[src/rtl/dram_line_master.sv]
// dram_line_master: splits whole-line read/write requests into back-to-back DRAM word beats
// and assembles the one-cycle-delayed read data into a line response.
module dram_line_master #(
  parameter int data_width_p = 64,
  parameter int addr_width_p = 32,
  parameter int line_words_p = 8,
  localparam int num_data_bytes_lp = data_width_p / 8,
  localparam int line_width_lp = data_width_p * line_words_p,
  localparam int line_bytes_lp = num_data_bytes_lp * line_words_p
) (
  input  logic                         clk_i,
  input  logic                         reset_i,
  input  logic                         req_v_i,
  output logic                         req_ready_o,
  input  logic                         req_w_i,
  input  logic [addr_width_p-1:0]      req_addr_i,
  input  logic [line_width_lp-1:0]     req_data_i,
  input  logic [line_bytes_lp-1:0]     req_mask_i,
  output logic                         resp_v_o,
  input  logic                         resp_ready_i,
  output logic                         resp_w_o,
  output logic [line_width_lp-1:0]     resp_data_o,
  output logic                         dram_v_o,
  output logic                         dram_w_o,
  output logic [addr_width_p-1:0]      dram_addr_o,
  output logic [data_width_p-1:0]      dram_data_o,
  output logic [num_data_bytes_lp-1:0] dram_write_mask_o,
  input  logic [data_width_p-1:0]      dram_data_i
);
  localparam int cnt_w_lp = $clog2(line_words_p);
  typedef enum logic [2:0] {IDLE, WRITE, READ, DRAIN, RESP} state_e;
  state_e state_r;
  logic [cnt_w_lp-1:0] k_r, k_next, k_prev;
  logic [line_width_lp-1:0] data_r;
  logic [line_bytes_lp-1:0] mask_r;
  logic last_beat;
  assign k_next = k_r + 1'b1;
  assign k_prev = k_r - 1'b1;
  assign last_beat = k_r == cnt_w_lp'(line_words_p - 1);
  assign req_ready_o = state_r == IDLE;
  // The first beat is loaded at the accepting edge so beats start the very next cycle.
  always_ff @(posedge clk_i or posedge reset_i)
    if (reset_i) begin
      state_r <= IDLE;
      k_r <= '0;
      data_r <= '0;
      mask_r <= '0;
      resp_v_o <= 1'b0;
      resp_w_o <= 1'b0;
      resp_data_o <= '0;
      dram_v_o <= 1'b0;
      dram_w_o <= 1'b0;
      dram_addr_o <= '0;
      dram_data_o <= '0;
      dram_write_mask_o <= '0;
    end else begin
      case (state_r)
        IDLE: if (req_v_i && req_ready_o) begin
          state_r <= req_w_i ? WRITE : READ;
          k_r <= '0;
          data_r <= req_data_i;
          mask_r <= req_mask_i;
          resp_w_o <= req_w_i;
          dram_v_o <= 1'b1;
          dram_w_o <= req_w_i;
          dram_addr_o <= req_addr_i & ~addr_width_p'(line_bytes_lp - 1);
          dram_data_o <= req_w_i ? req_data_i[data_width_p-1:0] : '0;
          dram_write_mask_o <= req_w_i ? req_mask_i[num_data_bytes_lp-1:0] : '0;
        end
        WRITE, READ: begin
          // Read data lags its beat by one cycle, so beat k delivers word k-1.
          if (state_r == READ && k_r != '0)
            resp_data_o[k_prev*data_width_p +: data_width_p] <= dram_data_i;
          if (last_beat) begin
            state_r <= (state_r == WRITE) ? RESP : DRAIN;
            resp_v_o <= state_r == WRITE;
            dram_v_o <= 1'b0;
            dram_w_o <= 1'b0;
            dram_data_o <= '0;
            dram_write_mask_o <= '0;
          end else begin
            k_r <= k_next;
            dram_addr_o <= dram_addr_o + addr_width_p'(num_data_bytes_lp);
            dram_data_o <= (state_r == WRITE) ? data_r[k_next*data_width_p +: data_width_p] : '0;
            dram_write_mask_o <= (state_r == WRITE) ? mask_r[k_next*num_data_bytes_lp +: num_data_bytes_lp] : '0;
          end
        end
        DRAIN: begin
          resp_data_o[line_width_lp-1 -: data_width_p] <= dram_data_i;
          resp_v_o <= 1'b1;
          state_r <= RESP;
        end
        RESP: if (resp_ready_i) begin
          resp_v_o <= 1'b0;
          state_r <= IDLE;
        end
        default: state_r <= IDLE;
      endcase
    end
endmodule

[config.mk]
export PLATFORM = sky130hd
export DESIGN_NAME = dram_line_master
export DESIGN_NICKNAME = d
export VERILOG_FILES = /design/src/rtl/dram_line_master.sv
export SDC_FILE = /design/constraint.sdc
export NUM_CORES = 2
export LEC_CHECK = 0
export BUFFER_PORTS_ARGS = -buffer_cell sky130_fd_sc_hd__buf_4
export CAP_MARGIN = 15
export CORE_AREA = 2 2 501 503
export CTS_CLUSTER_SIZE = 40
export DETAILED_ROUTE_END_ITERATION = 10
export DIE_AREA = 0 0 503 505
export PLACE_DENSITY = 0.42
export SYNTH_ARGS = -nofsm -noshare
export SYNTH_HDL_FRONTEND = slang
export SYNTH_SLANG_ARGS = --single-unit
[constraint.sdc]
create_clock -name clk_i -period 46.4 [get_ports clk_i]
set_input_delay 9.28 -clock clk_i [delete_from_list [all_inputs] [get_ports clk_i]]
set_output_delay 9.28 -clock clk_i [all_outputs]
set_load 0.01 [all_outputs]
==> impl_summary.txt <==
----------------------------------------------------
[Run status]
  Status ... finished, final reports clean

[Floorplan]
  Die W ... about 500 µm
  Die area ... around 0.25 mm²
  Core Area ... about 0.25 mm²
  Floorplan row count ... 183
  IO Pins ... around 1.3k
  Initial Utilization ... about a fifth
  Die H ... about 510 µm

[Critical path]
  Arrival time reported for the critical path endpoint ... around 14000 ps
  Cell Chain, Critical Path ... buf_4, inv_8, buf_4, buf_4, buf_4, buf_12, buf_4
  Largest driver fanout on the critical path ... 133
  Crit Path Category ... in2async
  Worst Setup End Kind ... async pin
  Cell family with the largest share of critical-path delay ... buffers and inverters
  Cell with the largest stage delay on the worst path ... buf_4
  Reg-to-Reg Start ... k_r[0]$_DFFE_PP0P_
  Critical Path Most Common Cell ... buf_4
  Maximum single-stage delay on the critical path ... about 860 ps
  Sort of element at the start of the critical path ... primary input
  Buffers and inverters on the worst path ... 7
  Critical path required time ... 47150 ps
  Worst setup path startpoint ... reset_i

[Final layout]
  Post-layout net count ... about 6.7k
  Most common cell after layout, fill and taps aside ... nand2_1
  Layout cells sized above 1 ... a little under a third
  Number of fill cells in the layout ... about 27k
  Area taken by multi-input logic gates ... between 0.015 and 0.02 mm²
  Syn-to-layout area delta ... 36.0%
  Register area ... roughly 0.030 mm²
  Final design instance area without fill ... just under 0.07 mm²
  Highest-count cells in the layout ignoring fill and taps ... nand2_1 (1949), buf_4 (1341), dfrtp_1 (1198)

[Global route]
  Global-route wire length before repair ... about 330000 µm
  Antenna violations before repair ... slightly below 80
  Total track usage ... a little under a fifth
  Number of global-route vias before repair ... roughly 43k
  Maximum number of pins on one net before global-route repair ... about 190
  GR Overflow Total ... 0

[Clock network]
  Clk slew on worst S/H paths ... ~60 ps
  Post-CTS Setup Inserts ... 0
  Max clock buf depth ... 3
  Sink count of the clock tree ... between 1k and 1.5k
  TritonCTS clock tree ... yes
  Number of gates resized after cts ... 0
  Buffer cell driving the clock tree root ... clkbuf_16
  Hold-fix buffer count after cts ... 0
  H-tree Lvls ... 4
  Clock buffer count from CTS ... between 150 and 200
  Clock latency of the later-clocked register in the worst-skew pair ... roughly 810 ps

[Timing]
  Unrepaired setup endpoints after global routing ... false
  Number of slew-limit violations in the final report ... 0
  Worst slew margin ... 25.6%
  Final setup skew ... roughly 74 ps
  Actual slew at the worst max-slew pin ... roughly 1100 ps
  Post-layout min period ... 13280 ps
  Final clock period utilization by the worst path ... around 29%
  Total of endpoints with negative setup slack in the final report ... 0
  Fmax achieved ... roughly 0.075 GHz
  Worst hold margin ... between 400 and 500 ps
  Sum of negative setup slack ... 0 ps
  Final Hold Fails ... 0

[Logic synthesis]
  Total standard cell area after synthesis ... around 0.05 mm²
  Top cells by area in the synthesized netlist ... dfrtp_1 (59%), nand2_1 (14%), mux4_2 (6.4%)
  Number of warnings printed during yosys synthesis ... 0
  Portion of synthesized cell area occupied by the leading cell type ... 58.9%
  Cell accounting for the most synthesized area ... dfrtp_1
  Yosys reg bits ... between 1k and 1.5k
  Share of synthesized area occupied by flip-flops and latches ... around three fifths
  Number of enable flip-flop cells after synthesis ... 0
  Commonest register cell after synthesis ... dfrtp_1
  Average footprint of a synthesized cell ... between 10 and 15 µm²
  Post-synth ARST share ... between 90% and 100%
  Syn Inst Count ... ~4.8k
  Post-synth cell types ... 53

[Min path]
  Min-Delay Path Class ... reg2reg
  Launch point of the worst hold path ... data_r[145]$_DFFE_PP0P_

[Detailed routing]
  Vias per cell ... about 4.3
  Initial DRC count ... ~2.8k
  Vias ... ~41k
  Mean routed wirelength per cell ... roughly 25 µm
  DRC ... 0
  Final wirelength ... about 240000 µm
  Antenna Nets Post-Route ... 0
  TritonRoute pass-1 iters ... 5

[Job]
  Max-cap violations ... 0

[Placed design]
  Placed Area ... roughly 0.064 mm²
  Count of input and output buffers ... between 1k and 1.5k
  Last weighted congestion value of the routability-driven placer ... 0.823
  HPWL after DPL ... approximately 170000 µm

[Power and ir drop]
  Worst-case vdd ir drop ... 0.0834 mV
  Pwr Total ... between 5 and 6 mW
  Power density cells ... ~77 mW/mm²
  LEAKAGE ... 33.9 nW

----------------------------------------------------
==> kinds of logic after synthesis <==
logic type | synth area share [%]
AO/OA/AOI/OAI | 5.03
XOR/XNOR | 0.0516
adder cells (fa/ha/maj) | 0.221
buffers and inverters | 3.26
flip-flops | 58.9
multiplexers | 14.2
other | 0.00736
AND/OR/NAND/NOR | 18.3
==> metrics by stage <==
| stage | setup WS, ps | instances | util [%] |
|---|---|---|---|
| floorplan | 3340 | 4824 | - |
| global placement | 32170 | 9181 | 25.8 |
| detailed placement | 32140 | 9181 | 25.8 |
| CTS | 33000 | 9450 | 27.9 |
| global route | 32460 | 9464 | 27.9 |
| finish | 33120 | 9479 | 27.9 |
==> sequential cells by signal, indices dropped and copies added (netlist names) <==
signal,count
data_r,512
resp_data_o,512
dram_data_o,64
mask_r,64
dram_addr_o,29
dram_write_mask_o,8
k_r,3
state_r,3
dram_v_o,1
dram_w_o,1
resp_v_o,1
resp_w_o,1
==> metal layers <==
layer  up-vias  wire, µm  global-route usage, %
li1      18400         -                      -
met1     20700     89900                   20.5
met2      1351    118000                   31.3
met3       357     19300                   6.03
met4        68      7840                   6.77
met5         -       455                      0
==> area by class of cell <==
cell class	count	area share, %
tap	3330	6.02
multi-input combinational	3233	28.1
timing repair buffer	1347	14.7
clock inverter	47	0.950
clock buffer	222	6.43
antenna	28	0.101
sequential	1199	43.3
inverter	73	0.406
==> cell usage after synthesis (8+ instances only) <==
cell and number:
buf_4 8, o22ai_1 14, nand3_1 151, and2_1 131
a21oi_1 33, mux2_1 107, nand2_1 1951, a2bb2oi_1 10
nand4_1 10, o21ai_0 188, ha_1 9, dfrtp_1 1199
a22oi_1 74, buf_2 127, nor2_1 27, mux4_2 144
a22o_1 66, mux2_2 183, inv_1 73, mux2i_1 72
clkbuf_1 161, buf_1 23
==> where the power goes <==
group          internal, mW  switching (mW)  total [mW]
clock network         0.701           0.510        1.21
logic                 0.935            1.37        2.31
registers              1.52           0.292        1.81
total                  3.16            2.17        5.33
==> worst paths after layout <==
check / end / slack, ps / depth (start not counted)
min in group asynchronous: dram_addr_o[30]$_DFFE_PP0P_ / 8490 / 2
max: resp_data_o[135]$_DFFE_PP0P_ / 33120 / 7
max in group clk_i: data_r[397]$_DFFE_PP0P_ / 33830 / 10
min reg2reg: data_r[145]$_DFFE_PP0P_ / 470 / 2
min: data_r[145]$_DFFE_PP0P_ / 470 / 2
max reg2reg: data_r[397]$_DFFE_PP0P_ / 41060 / 11
==> worst reg2reg max path: cells and delay by family, from the launching register on <==
family	cells	cell delay, ps
AO/OA/AOI/OAI	2	420
adder cells (fa/ha/maj)	2	590
buffers and inverters	4	2790
flip-flops	1	750
AND/OR/NAND/NOR	3	740
(Power assumes the default switching activity.)
